## src/rtl/ofmap_pkg.sv

```systemverilog
// Shared constants, lane geometry, saturation bounds and state encoding for the
// output-map packer and its requantizer.
package ofmap_pkg;
   localparam int DATA_W  = 32;
   localparam int ELEM_W  = 8;
   localparam int LANES   = DATA_W / ELEM_W;
   localparam int LANE_W  = $clog2(LANES);
   localparam int SHIFT_W = 5;

   localparam int SAT_MAX = (1 << (ELEM_W - 1)) - 1;
   localparam int SAT_MIN = -(1 << (ELEM_W - 1));

   typedef enum logic [1:0] {
      IDLE  = 2'd0,
      RUN   = 2'd1,
      DRAIN = 2'd2
   } state_e;
endpackage

```

## src/rtl/ofmap_requant.sv

```systemverilog
// Combinational requantizer: rounding arithmetic right shift, optional ReLU,
// saturation to a signed element; sat flags a value clipped by saturation.
module ofmap_requant
   import ofmap_pkg::*;
#(
   parameter int ACC_WIDTH  = 32,
   parameter int ELEM_WIDTH = ELEM_W
) (
   input  logic signed [ACC_WIDTH-1:0]  in_data,
   input  logic        [SHIFT_W-1:0]    shift,
   input  logic                         relu_en,
   output logic        [ELEM_WIDTH-1:0] q,
   output logic                         sat
);
   localparam logic signed [ACC_WIDTH:0] HI = (ACC_WIDTH+1)'(SAT_MAX);
   localparam logic signed [ACC_WIDTH:0] LO = (ACC_WIDTH+1)'(SAT_MIN);

   logic signed [ACC_WIDTH:0] ext;
   logic signed [ACC_WIDTH:0] rnd;
   logic signed [ACC_WIDTH:0] r;

   // One extra bit keeps the rounding add from overflowing.
   always_comb begin
      ext = {in_data[ACC_WIDTH-1], in_data};
      rnd = '0;
      if (shift != '0) rnd[shift - SHIFT_W'(1)] = 1'b1;
      r   = (ext + rnd) >>> shift;
      if (relu_en && r[ACC_WIDTH]) r = '0;
      sat = 1'b0;
      q   = r[ELEM_WIDTH-1:0];
      if (r > HI) begin
         q   = HI[ELEM_WIDTH-1:0];
         sat = 1'b1;
      end else if (r < LO) begin
         q   = LO[ELEM_WIDTH-1:0];
         sat = 1'b1;
      end
   end
endmodule

```

## src/rtl/ofmap_packer.sv

```systemverilog
// Requantizes accumulator results and packs them into stream words with strb/last.
// OFMAP_PACKER_STATS_EN adds a saturating count of clipped elements on sat_count.
//
// state | meaning
// IDLE  | waiting for start with a non-zero frame_len
// RUN   | accepting elements, emitting a word per 4 lanes or on the last element
// DRAIN | last word loaded, waiting for it to be consumed
module ofmap_packer
   import ofmap_pkg::*;
#(
   parameter int DATA_WIDTH  = DATA_W,
   parameter int ELEM_WIDTH  = ELEM_W,
   parameter int ACC_WIDTH   = 32,
   parameter int COUNT_WIDTH = 20
) (
   input  logic                         clk,
   input  logic                         rst_n,
   input  logic                         clear,
   input  logic                         start,
   input  logic [COUNT_WIDTH-1:0]       frame_len,
   input  logic [SHIFT_W-1:0]           shift,
   input  logic                         relu_en,
   input  logic                         in_valid,
   input  logic signed [ACC_WIDTH-1:0]  in_data,
   output logic                         in_ready,
   output logic [DATA_WIDTH-1:0]        o_data,
   output logic [DATA_WIDTH/8-1:0]      o_strb,
   output logic                         o_valid,
   output logic                         o_last,
   input  logic                         o_ready,
   output logic                         busy,
   output logic                         frame_done,
   output logic [15:0]                  sat_count
);
   state_e                  state_q, state_d;
   logic [COUNT_WIDTH-1:0]  len_q, len_d, elem_cnt_q, elem_cnt_d;
   logic [SHIFT_W-1:0]      shift_q, shift_d;
   logic                    relu_q, relu_d;
   logic [LANE_W-1:0]       lane_q, lane_d;
   logic [DATA_WIDTH-1:0]   pack_q, pack_d, o_data_q, o_data_d, word_c;
   logic [DATA_WIDTH/8-1:0] o_strb_q, o_strb_d, strb_c;
   logic                    o_valid_q, o_valid_d, o_last_q, o_last_d, done_q, done_d;
   logic                    accept, is_last;
   logic [ELEM_WIDTH-1:0]   elem_q;
   logic                    elem_sat;

   ofmap_requant #(.ACC_WIDTH(ACC_WIDTH), .ELEM_WIDTH(ELEM_WIDTH)) u_requant (
      .in_data (in_data),
      .shift   (shift_q),
      .relu_en (relu_q),
      .q       (elem_q),
      .sat     (elem_sat)
   );

`ifdef OFMAP_PACKER_STATS_EN
   logic [15:0] sat_cnt_q, sat_cnt_d;
   assign sat_count = sat_cnt_q;
`else
   logic unused_sat;
   assign unused_sat = elem_sat;
   assign sat_count  = '0;
`endif

   assign in_ready   = (state_q == RUN) && (!o_valid_q || o_ready);
   assign accept     = in_valid && in_ready;
   assign is_last    = (elem_cnt_q == len_q - COUNT_WIDTH'(1));
   assign o_data     = o_data_q;
   assign o_strb     = o_strb_q;
   assign o_valid    = o_valid_q;
   assign o_last     = o_last_q;
   assign busy       = (state_q != IDLE);
   assign frame_done = done_q;

   always_comb begin
      word_c = pack_q;
      word_c[int'(lane_q)*ELEM_WIDTH +: ELEM_WIDTH] = elem_q;
      for (int k = 0; k < DATA_WIDTH/8; k++) strb_c[k] = (k <= int'(lane_q));
   end

   always_comb begin
      state_d    = state_q;
      len_d      = len_q;
      shift_d    = shift_q;
      relu_d     = relu_q;
      elem_cnt_d = elem_cnt_q;
      lane_d     = lane_q;
      pack_d     = pack_q;
      o_data_d   = o_data_q;
      o_strb_d   = o_strb_q;
      o_valid_d  = o_valid_q;
      o_last_d   = o_last_q;
      done_d     = 1'b0;
`ifdef OFMAP_PACKER_STATS_EN
      sat_cnt_d  = sat_cnt_q;
`endif
      // A consumed word retires here; a load below in the same cycle overrides it.
      if (o_valid_q && o_ready) begin
         o_valid_d = 1'b0;
         o_last_d  = 1'b0;
      end
      if (clear) begin
         state_d    = IDLE;
         elem_cnt_d = '0;
         lane_d     = '0;
         pack_d     = '0;
         o_data_d   = '0;
         o_strb_d   = '0;
         o_valid_d  = 1'b0;
         o_last_d   = 1'b0;
`ifdef OFMAP_PACKER_STATS_EN
         sat_cnt_d  = '0;
`endif
      end else begin
         case (state_q)
            IDLE: begin
               if (start && frame_len != '0) begin
                  state_d    = RUN;
                  len_d      = frame_len;
                  shift_d    = shift;
                  relu_d     = relu_en;
                  elem_cnt_d = '0;
                  lane_d     = '0;
                  pack_d     = '0;
`ifdef OFMAP_PACKER_STATS_EN
                  sat_cnt_d  = '0;
`endif
               end
            end
            RUN: begin
               if (accept) begin
                  elem_cnt_d = elem_cnt_q + COUNT_WIDTH'(1);
`ifdef OFMAP_PACKER_STATS_EN
                  if (elem_sat && sat_cnt_q != 16'hFFFF) sat_cnt_d = sat_cnt_q + 16'd1;
`endif
                  if (lane_q == LANE_W'(LANES-1) || is_last) begin
                     o_data_d  = word_c;
                     o_strb_d  = strb_c;
                     o_valid_d = 1'b1;
                     o_last_d  = is_last;
                     lane_d    = '0;
                     pack_d    = '0;
                  end else begin
                     pack_d = word_c;
                     lane_d = lane_q + LANE_W'(1);
                  end
                  if (is_last) state_d = DRAIN;
               end
            end
            DRAIN: begin
               if (o_valid_q && o_ready && o_last_q) begin
                  state_d = IDLE;
                  done_d  = 1'b1;
               end
            end
            default: state_d = IDLE;
         endcase
      end
   end

   always_ff @(posedge clk or negedge rst_n) begin
      if (!rst_n) begin
         state_q    <= IDLE;
         len_q      <= '0;
         shift_q    <= '0;
         relu_q     <= 1'b0;
         elem_cnt_q <= '0;
         lane_q     <= '0;
         pack_q     <= '0;
         o_data_q   <= '0;
         o_strb_q   <= '0;
         o_valid_q  <= 1'b0;
         o_last_q   <= 1'b0;
         done_q     <= 1'b0;
`ifdef OFMAP_PACKER_STATS_EN
         sat_cnt_q  <= '0;
`endif
      end else begin
         state_q    <= state_d;
         len_q      <= len_d;
         shift_q    <= shift_d;
         relu_q     <= relu_d;
         elem_cnt_q <= elem_cnt_d;
         lane_q     <= lane_d;
         pack_q     <= pack_d;
         o_data_q   <= o_data_d;
         o_strb_q   <= o_strb_d;
         o_valid_q  <= o_valid_d;
         o_last_q   <= o_last_d;
         done_q     <= done_d;
`ifdef OFMAP_PACKER_STATS_EN
         sat_cnt_q  <= sat_cnt_d;
`endif
      end
   end
endmodule

```

## config.mk

```make
export PLATFORM = sky130hd
export DESIGN_NAME = ofmap_packer
export DESIGN_NICKNAME = d
export VERILOG_FILES = /design/src/rtl/ofmap_pkg.sv /design/src/rtl/ofmap_requant.sv /design/src/rtl/ofmap_packer.sv
export SDC_FILE = /design/constraint.sdc
export NUM_CORES = 1
export LEC_CHECK = 0
export ABC_CLOCK_PERIOD_IN_PS = 6250
export BUFFER_PORTS_ARGS = -buffer_cell sky130_fd_sc_hd__buf_4
export CORE_UTILIZATION = 40
export DETAILED_ROUTE_END_ITERATION = 6
export GPL_TIMING_DRIVEN = 0
export SLEW_MARGIN = 20
export SYNTH_ARGS = -nofsm -noshare
export SYNTH_HDL_FRONTEND = slang
export SYNTH_SLANG_ARGS = --single-unit
```

## constraint.sdc

```tcl
create_clock -name clk -period 6.25 [get_ports clk]
set_clock_uncertainty 0.05 [all_clocks]
set_input_delay 0.3125 -clock clk [delete_from_list [all_inputs] [get_ports clk]]
set_output_delay 0.3125 -clock clk [all_outputs]
set_load 0.02 [all_outputs]
```

== Word level (Yosys, flattened, before mapping) ==
Index checks and enable logic that the tools add are counted.

* Output and inout port bits: 57
* Word-level logic and storage cells: 107
* Bits of input ports: 64
* Register bits: 121

* Shift operators: 3
* Reduce and logical (&&, ||, !) cells: 22
* Add/sub/neg operators: 6
* Order comparisons: 7
* Bitwise operators: 1
* Eq/ne operators: 8
* Multiplexer cells: 48

{| class="wikitable"
|+ Operators by type and width
! cell !! number
|-
| 32-bit two-way mux || 9
|-
| 32-bit one-hot mux with 2 select lines || 1
|-
| 20-bit two-way mux || 3
|-
| 20-bit one-hot mux with 2 select lines || 1
|-
| 32-bit by 33-bit adder with 33-bit output || 1
|-
| 33-bit by 8-bit greater-than comparator with 1-bit output, second input constant || 1
|-
| 33-bit by 8-bit less-than comparator with 1-bit output, second input constant || 1
|-
| 33-bit two-way mux || 1
|-
| 5-bit negation with 33-bit output || 1
|-
| 8-bit by 33-bit variable shift with 32-bit output, first input constant || 1
|-
| 8-bit by 33-bit variable part select with 32-bit output || 1
|-
| 33-bit by 5-bit >>> shifter with 33-bit output || 1
|-
| 32-bit bitwise mux || 1
|-
| 20-bit by 1-bit adder with 20-bit output, second input constant || 1
|-
| 20-bit equality test || 1
|-
| 20-bit nonzero test || 1
|-
| 20-bit by 1-bit subtractor with 20-bit output, second input constant || 1
|-
| 2-bit two-way mux || 9
|-
| 4-bit two-way mux || 4
|-
| 8-bit two-way mux || 2
|-
| 1-bit two-way mux || 14
|-
| 3-bit != test, second input constant || 4
|-
| 3-bit AND reduction || 3
|-
| 2-bit nonzero test || 4
|-
| other kinds (19) || 28
|}

== Longest topological paths before layout ==
Gate-level depths: netlist of run 1.

* Depth in word-level cells: 19
* Gate-level depth with buffers: 23
* Mapped depth without buffers: 19

== By module ==
Synthesis of run 1 repeated with hierarchy kept, for this count alone.

* Cell total of the unflattened synthesis: 1474
* Area total of the unflattened synthesis: 11891.4 µm²

{| class="wikitable"
|+ By module, submodules not included
! module !! cells an instance !! seq. area each (µm²) !! instances !! area an instance (µm²)
|-
| ofmap_packer || 679 || 3027.9 || 1 || 6627.6
|-
| ofmap_requant || 795 || 0.0 || 1 || 5263.8
|}

== Worst setup path before layout of run 1 ==
No wires, ideal clock.

* Path type: register -> register
* Start: register shift_q[2]
* End: register pack_q[10]
* Buffers on the path: 5
* Stages on the path, launching flop included: 22
* Period minus slack after synthesis: 5.575 ns
* Slack: 0.675 ns
* Required time: 6.109 ns
* Data arrival time: 5.434 ns
* Setup time: 0.091 ns
* Cells stage by stage: dfrtp_1 -> inv_1 -> clkbuf_1 -> clkbuf_1 -> buf_1 -> clkbuf_1 -> nor3_1 -> ha_1 -> buf_6 -> a21oi_1 -> o21ai_1 -> a221oi_2 -> o221ai_1 -> nor2_1 -> a221oi_1 -> or3_1 -> a211o_1 -> or4_1 -> o31a_4 -> nor4_2 -> a21oi_2 -> o221ai_1

* Word-level cells in the longest chain between the ends: 19
* Elaborated cells on any way between the ends: 22
* Those cells by class: add/sub (2); order compare (4); shift (2); mux (11); reduce/logical (3)

{| class="wikitable"
|+ RTL lines
! item !! RTL line !! text
|-
| start: declaration || ofmap_packer.sv:37 || <nowiki>logic [SHIFT_W-1:0] shift_q, shift_d;</nowiki>
|-
| start signal: assignment || ofmap_packer.sv:180 || <nowiki>shift_q <= shift_d;</nowiki>
|-
| 5-bit by 1-bit subtractor with 5-bit output || ofmap_requant.sv:26 || <nowiki>if (shift != '0) rnd[shift - SHIFT_W'(1)] = 1'b1;</nowiki>
|-
| 5-bit by 7-bit less-than comparator with 1-bit output (implied by the code) / 5-bit by 1-bit greater-or-equal comparator with 1-bit output (equally long branches) || ofmap_requant.sv:26 ||
|-
| 1-bit logical AND (implied by the code) || ofmap_requant.sv:26 ||
|-
| 1-bit two-way mux (implied by the code) || ofmap_requant.sv:26 ||
|-
| 1-bit demux with 5-bit select || -- ||
|-
| 32-bit two-way mux || ofmap_requant.sv:26 ||
|-
| 32-bit by 33-bit adder with 33-bit output || ofmap_requant.sv:27 || <nowiki>r = (ext + rnd) >>> shift;</nowiki>
|-
| 33-bit by 5-bit >>> shifter with 33-bit output * || ofmap_requant.sv:27 ||
|-
| [... 3 more ...] || -- ||
|-
| 8-bit two-way mux || ofmap_requant.sv:34 || <nowiki>end else if (r < LO) begin</nowiki>
|-
| 8-bit two-way mux * || ofmap_requant.sv:31 || <nowiki>if (r > HI) begin</nowiki>
|-
| 8-bit by 33-bit variable part select with 32-bit output * || ofmap_packer.sv:76 || <nowiki>word_c[int'(lane_q)*ELEM_WIDTH +: ELEM_WIDTH] = elem_q;</nowiki>
|-
| 32-bit bitwise mux * || ofmap_packer.sv:76 ||
|-
| 32-bit two-way mux * || ofmap_packer.sv:135 || <nowiki>if (lane_q == LANE_W'(LANES-1) || is_last) begin</nowiki>
|-
| 32-bit two-way mux * || ofmap_packer.sv:130 || <nowiki>if (accept) begin</nowiki>
|-
| 32-bit one-hot mux with 2 select lines * || ofmap_packer.sv:114 || <nowiki>case (state_q)</nowiki>
|-
| 32-bit two-way mux * || ofmap_packer.sv:101 || <nowiki>if (clear) begin</nowiki>
|-
| end signal: assignment || ofmap_packer.sv:184 || <nowiki>pack_q <= pack_d;</nowiki>
|-
| end: declaration || ofmap_packer.sv:40 || <nowiki>logic [DATA_WIDTH-1:0] pack_q, pack_d, o_data_q, o_data_d, word_c;</nowiki>
|}

Every way passes the cells marked *; elsewhere a longest branch is shown, timed or not. The select of a mux whose other input is x is not followed.
A chain may end at the register's enable or synchronous reset.

== Final worst setup path of run 1 ==
* Start: register shift_q[2]
* End: register pack_q[0]

Same word-level chain as after synthesis.

==> impl_metrics.toml, run 1 <==
[yosys]
synthMostInstantiatedCell = "sky130_fd_sc_hd__nor2_1"
synth.largest_area_cell = "sky130_fd_sc_hd__dfrtp_1"
synth_top_area_share_pct = 25.9
yosysSeqAreaShare_pct = 25.9
synth.lib_cells_used.distinct = 93
total_of_flip_flops_plus_latches_after_synthesis = 121
syn_avg_cell_area_sq_um = 7.82
yosysWarningCount = 0
yosys_most_used_dff = "sky130_fd_sc_hd__dfrtp_1"
synthArstFlopShare_pct = 100
post_synthesis_cell_area_sq_um = 11700
yosys-top-cells-count = "sky130_fd_sc_hd__nor2_1, sky130_fd_sc_hd__nand2_1, sky130_fd_sc_hd__dfrtp_1, sky130_fd_sc_hd__a21oi_1, sky130_fd_sc_hd__o21ai_0"
netlist_top_cells_area = "sky130_fd_sc_hd__dfrtp_1, sky130_fd_sc_hd__nor2_1, sky130_fd_sc_hd__nand2_1, sky130_fd_sc_hd__ha_1, sky130_fd_sc_hd__o211ai_1"
synth_enable_flop_cells = 0
post_synth_inst_count = 1493

[critical_path]
reg_to_reg_critical_path_endpoint = "pack_q[0]"
endpoint_kind = "flip-flop"
regToRegStartpoint = "shift_q[2]"
timing_worst_setup_path_type = "flip-flop to flip-flop"
setup.worst_path.start_class = "flip-flop"
required_ns = 6.52
worst_setup_path_startpoint = "shift_q[2]"
cp_max_fo = 10
critPathArrivalTime_ns = 6.36
r2r_setup_slack_ns = 0.16
rr_worst_depth = 22

[global_route]
first_global_vias = 12300
grt_antenna_before_repair = 0
grt_overflow_total = 0
grt_first_pass_wirelength_mm = 70.6
grt_start_max_net_pins = 68
grt_usage_pct = 30.0

[hold_path]
hp-class = "primary input to flip-flop"
min-delay-start = "relu_en"
worst_hold_path.num_cells = 2
hold_path_end = "relu_q"

[finish]
ff_latch_area_sq_um = 3030
drive_gt1_share_pct = 22.2
number_of_fillers_in_the_final_layout = 2860
area_of_the_multi_input_gates_sq_um = 8470
final_cell_count_no_fill = 2046
flow.area_growth_from_synthesis_pct = 22.2
final_nets = 1753
antennaDiodeCount = 0

[power_and_ir_drop]
clock_power_share_pct = 28.0
power.density_cell_area_nw_per_um2 = 254
peakVddDrop_v = 0.000210
p_seq_share_pct = 24.7
internal_power_mw = 2.02
power_mw = 3.63
net-switching-power_mw = 1.61
leakage_nw = 5.76
power.combinational.fraction_pct = 47.3
sw_share_pct = 44.4

[clock_network]
cts_made_buffers = 17
max-clock-path-buffers = 2
clkLatencyLatePin_ns = 0.42
cts_root_buffer = "sky130_fd_sc_hd__clkbuf_16"
clkSinkCount = 121
cts_tree = "done"
clkSlewWorstSetupHoldPaths_ns = 0.06
cts.htree.levels = 4

[drt]
routed_wirelength_mm = 45.0
detail-route-antenna-nets = 0
firstDrtPassIters = 7
vias_per_cell = 6.25
dr_total_vias = 12800
drc = 1
routedWlPerCell_microns = 22.0
drtIter0Drc = 1399

[floorplan]
dieArea_sq_um = 29900
io_pins = 121
initial_core_util_pct = 40.7
rows = 62
die_width_microns = 173
coreArea_sq_um = 28700
die_height_microns = 173

[place]
buffer_ports.inserted = 104
dp_slack_ns = -1.91
globalplace.congestion = 0.963
placedCellCount = 1998
detailed_place_hpwl_mm = 34.4

[sta]
setup_violations = 0
setup_tns_ns = 0
final_count_of_pins_violating_max_slew = 0
report.final.hold_viol_count = 0
slew_headroom_pct = 26.7
final_critical_path_setup_slack_ns = 0.155
finalCritPeriodShare_pct = 97.5
timing.fmax_mhz = 164
actual_transition_at_the_worst_max_transition_pin_ns = 1.10
final.min_clock_period_ns = 6.09

[outcome]
outcome = "finished, violations left"
violations = "design-rule violations"

[flow_run]
drv_cap = 0
-- cell type report --
class | count | area share (%)
multi-input cells | 1233 | 59.4
inverters | 51 | 1.37
clock inverters | 15 | 1.17
flip-flops and latches | 121 | 21.3
repair buffers | 126 | 6.81
well taps | 384 | 3.37
plain buffers | 99 | 3.66
clock buffers | 17 | 2.98
-- worst max-delay path, stage by stage, from the launching register on --
cell	delay [ns]
sky130_fd_sc_hd__dfrtp_2	0.46
sky130_fd_sc_hd__inv_2	0.12
sky130_fd_sc_hd__buf_6	0.17
sky130_fd_sc_hd__buf_4	0.23
sky130_fd_sc_hd__clkbuf_4	0.25
sky130_fd_sc_hd__buf_4	0.22
sky130_fd_sc_hd__nor3_1	0.08
sky130_fd_sc_hd__ha_1	0.38
sky130_fd_sc_hd__o211ai_1	0.20
sky130_fd_sc_hd__o21ai_2	0.33
sky130_fd_sc_hd__nand2_2	0.18
sky130_fd_sc_hd__a2111oi_4	0.38
sky130_fd_sc_hd__buf_4	0.20
sky130_fd_sc_hd__nor4_1	0.05
sky130_fd_sc_hd__o21bai_1	0.18
sky130_fd_sc_hd__or3_1	0.40
sky130_fd_sc_hd__a211o_1	0.39
sky130_fd_sc_hd__or4_1	0.55
sky130_fd_sc_hd__o31a_4	0.33
sky130_fd_sc_hd__nor4_4	0.31
sky130_fd_sc_hd__a22oi_2	0.11
sky130_fd_sc_hd__buf_4	0.18
sky130_fd_sc_hd__o221ai_1	0.20
-- routing by layer --
metal	global-route usage [%]	share of wire (%)	vias to the layer above	routed length (microns)
li1	-	-	5924	-
met1	42.5	45	6207	20300
met2	46.1	44	565	19900
met3	5.30	8.0	89	3590
met4	9.70	2.7	0	1200
met5	0	0	-	0
-- logic make-up after synthesis --
logic type / share of synthesized area [%]
multiplexers: 5.90
adder cells (fa/ha/maj): 4.35
AO/OA/AOI/OAI: 28.9
buffers and inverters: 5.80
other: 0.0321
AND/OR/NAND/NOR: 25.3
XOR/XNOR: 3.75
flip-flops: 25.9
-- sequential cells by signal, summed over array words and instances (netlist names) --
register and count:
elem_cnt_q 20, o_last 1, lane_q 2, len_q 20, frame_done 1, o_data 32, pack_q 32, state_q 2
relu_q 1, o_valid 1, o_strb 4, shift_q 5
-- cells in the final DEF (no fill, tap or decap), types with 9 or more instances in the layout --
master,netlist,routed
sky130_fd_sc_hd__nor2_1,166,157
sky130_fd_sc_hd__buf_4,17,144
sky130_fd_sc_hd__nand2_1,150,141
sky130_fd_sc_hd__dfrtp_1,121,118
sky130_fd_sc_hd__a21oi_1,83,73
sky130_fd_sc_hd__o21ai_0,66,63
sky130_fd_sc_hd__o211ai_1,56,56
sky130_fd_sc_hd__nor3_1,54,48
sky130_fd_sc_hd__inv_1,49,47
sky130_fd_sc_hd__a21o_1,41,41
sky130_fd_sc_hd__nand3_1,40,40
sky130_fd_sc_hd__clkbuf_1,61,38
sky130_fd_sc_hd__ha_1,39,38
sky130_fd_sc_hd__nand4_1,34,34
sky130_fd_sc_hd__mux2_2,33,33
sky130_fd_sc_hd__or3_1,30,30
sky130_fd_sc_hd__a211oi_1,29,27
sky130_fd_sc_hd__xnor2_1,27,26
sky130_fd_sc_hd__nor4_1,24,22
sky130_fd_sc_hd__xor2_1,23,21
sky130_fd_sc_hd__or2_2,19,19
sky130_fd_sc_hd__buf_2,18,18
sky130_fd_sc_hd__and2_1,18,18
sky130_fd_sc_hd__o221ai_1,19,17
sky130_fd_sc_hd__conb_1,1,17
sky130_fd_sc_hd__clkbuf_16,0,17
sky130_fd_sc_hd__mux2i_1,16,16
sky130_fd_sc_hd__and3_1,15,15
sky130_fd_sc_hd__clkbuf_2,1,12
sky130_fd_sc_hd__o22ai_1,11,11
sky130_fd_sc_hd__o2111ai_1,10,10
sky130_fd_sc_hd__o31ai_1,11,10
sky130_fd_sc_hd__nor3b_1,9,9
sky130_fd_sc_hd__a21oi_2,5,9
-- repair_timing --
item,CTS,global route
setup buffers,9,11
cloned,0,0
gates resized for setup,69,68
hold buffers,1,0
hold endpoints to repair,54,0
endpoints found under the setup margin,57,49
pin swaps,10,14
-- worst max-delay path by stage --
stage	slack (ns)	end
floorplan	0.68	pack_q[10]
detailed placement	-1.91	pack_q[12]
global placement	-1.89	pack_q[11]
finish	0.16	pack_q[0]
CTS	-0.03	pack_q[12]
global route	-0.03	pack_q[18]
-- power by group through the flow --
stage                     Clock, mW  Sequential [mW]  Combinational [mW]
final                          1.02            0.898                1.71
after global routing           1.06            0.905                1.83
after CTS                      1.03            0.881                1.63
after detailed placement          0            0.890                1.57
after global placement            0            0.889                1.58
after floorplan                   0            0.874                1.07
-- per-stage QoR --
stage                     hold slack, ns  instance area [sq um]  util [%]
final                             0.0763                  14300      49.7
after global routing              0.0671                  14300      49.7
after CTS                         0.0659                  13900      48.6
after detailed placement           0.262                  13000      45.4
after global placement             0.418                  13000      45.3
after floorplan                  -0.0331                  11700         -
(Power assumes the default switching activity.)
==> inputs of run 2 (changes only) <==
--- a/config.mk
+++ b/config.mk
@@ -12,2 +12,3 @@
 export GPL_TIMING_DRIVEN = 0
+export PLACE_DENSITY = 0.7
 export SLEW_MARGIN = 20
--- a/constraint.sdc
+++ b/constraint.sdc
@@ -4,2 +4,2 @@
 set_output_delay 0.3125 -clock clk [all_outputs]
-set_load 0.02 [all_outputs]
+set_load 0.1 [all_outputs]
==> run 2 against run 1 <==
Against the previous run: the flow now finishes without violations; via count grew 1.9%; non-clock buffer count shrank 1; sequential power is essentially flat; hold slack gained 0.00092 ns; clock power shrank 7%; utilization shrank 0.17 points; routed wire length grew 0.68%; sequential cell count is the same; largest power group unchanged; register-to-register slack lost 0.02 ns; design area shrank 0.33%; die area is the same.
==> impl_metrics.toml, run 2 (same netlist as run 1, synthesis figures left out) <==
[drt]
vias_per_cell = 6.37
firstDrtPassIters = 6
drc = 0
routedWlPerCell_microns = 22.2
dr_total_vias = 13000
detail-route-antenna-nets = 0
drtIter0Drc = 1630
routed_wirelength_mm = 45.3

[finish]
final_nets = 1752
drive_gt1_share_pct = 22.8
fin_area_sq_um = 14200
antennaDiodeCount = 0
flow.area_growth_from_synthesis_pct = 21.7
layout.cells.most_common_list = "sky130_fd_sc_hd__nor2_1, sky130_fd_sc_hd__buf_4, sky130_fd_sc_hd__nand2_1"
layout.cells.most_common = "sky130_fd_sc_hd__nor2_1"

[clock_network]
clkSlewWorstSetupHoldPaths_ns = 0.06
cts.htree.levels = 4
cts_made_buffers = 17
max-clock-path-buffers = 2
clkLatencyLatePin_ns = 0.42
cts_tree = "done"
cts_root_buffer = "sky130_fd_sc_hd__clkbuf_16"
clkSinkCount = 121

[critical_path]
critPathArrivalTime_ns = 6.40
cp_max_fo = 10
setup.worst_path.start_class = "flip-flop"
timing_worst_setup_path_type = "flip-flop to flip-flop"
required_ns = 6.53
endpoint_kind = "flip-flop"

[floorplan]
die_width_microns = 173
die_height_microns = 173
initial_core_util_pct = 40.7
rows = 62
coreArea_sq_um = 28700
io_pins = 121
dieArea_sq_um = 29900

[place]
buffer_ports.inserted = 104
detailed_place_hpwl_mm = 34.9
postPlaceCellArea_sq_um = 13000
globalplace.congestion = 0.979

[power_and_ir_drop]
power.density_cell_area_nw_per_um2 = 255
peakVddDrop_v = 0.000188
leakage_nw = 5.74

[flow_run]
drv_cap = 0

[sta]
fin_hold_ws_ns = 0.0772
finalCritPeriodShare_pct = 97.8
final.min_clock_period_ns = 6.11
timing.fmax_mhz = 164
final_count_of_pins_violating_max_slew = 0
slew_headroom_pct = 37.1
setup_violations = 0
report.final.hold_viol_count = 0
actual_transition_at_the_worst_max_transition_pin_ns = 0.940

[global_route]
grt_usage_pct = 30.0
grt_antenna_before_repair = 0
grt_first_pass_wirelength_mm = 70.5
first_global_vias = 12500
grt_start_max_net_pins = 69
grt_overflow_total = 0

[outcome]
outcome = "completed"

[hold_path]
hp-class = "primary input to flip-flop"
run 2: power breakdown:
group	internal, mW	switching (mW)	leakage (nW)	total (mW)
logic	0.587	1.19	3.83	1.78
clock network	0.555	0.395	0.282	0.951
registers	0.829	0.0664	1.63	0.895
run 2: metrics by stage:
step	cells	TNS [ns]	utilization [%]	power, mW	setup WS, ns
global placement	1997	-86.36	45.3	2.52	-1.81
global route	2045	-0.0386	49.5	3.78	-0.0122
finish	2045	0	49.5	3.62	0.136
floorplan	1509	0	-	1.99	0.675
detailed placement	1998	-79.16	45.4	2.52	-1.70
CTS	2032	-0.00369	48.3	3.53	-0.00369
run 2: worst paths after layout:
kind / startpoint / endpoint / slack [ns] / cells past startpoint
min in group asynchronous: rst_n / len_q[15] / 0.42 / 2
min: shift[0] / shift_q[0] / 0.08 / 2
min reg2reg: pack_q[29] / pack_q[29] / 0.44 / 1
max: shift_q[2] / pack_q[11] / 0.14 / 21
max reg2reg: shift_q[2] / pack_q[11] / 0.14 / 21
max in group asynchronous: rst_n / pack_q[16] / 5.02 / 3
run 2: critical path: stages (launching register included):
cell,delay (ns)
sky130_fd_sc_hd__dfrtp_2,0.45
sky130_fd_sc_hd__buf_4,0.20
sky130_fd_sc_hd__buf_4,0.20
sky130_fd_sc_hd__buf_4,0.21
sky130_fd_sc_hd__buf_4,0.21
sky130_fd_sc_hd__nor3_2,0.19
sky130_fd_sc_hd__ha_2,0.21
sky130_fd_sc_hd__inv_1,0.05
sky130_fd_sc_hd__fa_1,0.40
sky130_fd_sc_hd__nand2b_2,0.24
sky130_fd_sc_hd__a21oi_4,0.24
sky130_fd_sc_hd__o211ai_1,0.16
sky130_fd_sc_hd__and3_4,0.25
sky130_fd_sc_hd__a311o_1,0.37
sky130_fd_sc_hd__mux2_2,0.33
sky130_fd_sc_hd__o2111a_2,0.30
sky130_fd_sc_hd__a211o_4,0.36
sky130_fd_sc_hd__or4_1,0.52
sky130_fd_sc_hd__o31a_4,0.34
sky130_fd_sc_hd__nor4_2,0.34
sky130_fd_sc_hd__a21oi_2,0.17
sky130_fd_sc_hd__o221ai_1,0.20
run 2: area by class of cell:
type | count | area, sq um
tap | 384 | 480
buffer | 99 | 518
multi-input combinational | 1233 | 8460
clock inverter | 15 | 141
fill | 2801 | 14500
sequential | 121 | 3030
clock buffer | 17 | 425
inverter | 51 | 195
timing repair buffer | 125 | 965
run 2: layer usage:
metal / global-route usage (%) / up-vias / routed length [microns]
li1: - / 5924 / -
met1: 42.0 / 6339 / 19800
met2: 45.9 / 680 / 20100
met3: 5.74 / 89 / 4160
met4: 10.6 / 0 / 1320
met5: 0 / - / 0
run 2: what timing repair did:
item / in CTS / in global routing
hold buffers: 1 / 0
endpoints found under the hold margin: 67 / 0
pin swaps: 6 / 19
cloned: 0 / 0
gates resized for setup: 66 / 72
setup buffers: 4 / 15
setup endpoints to repair: 56 / 49
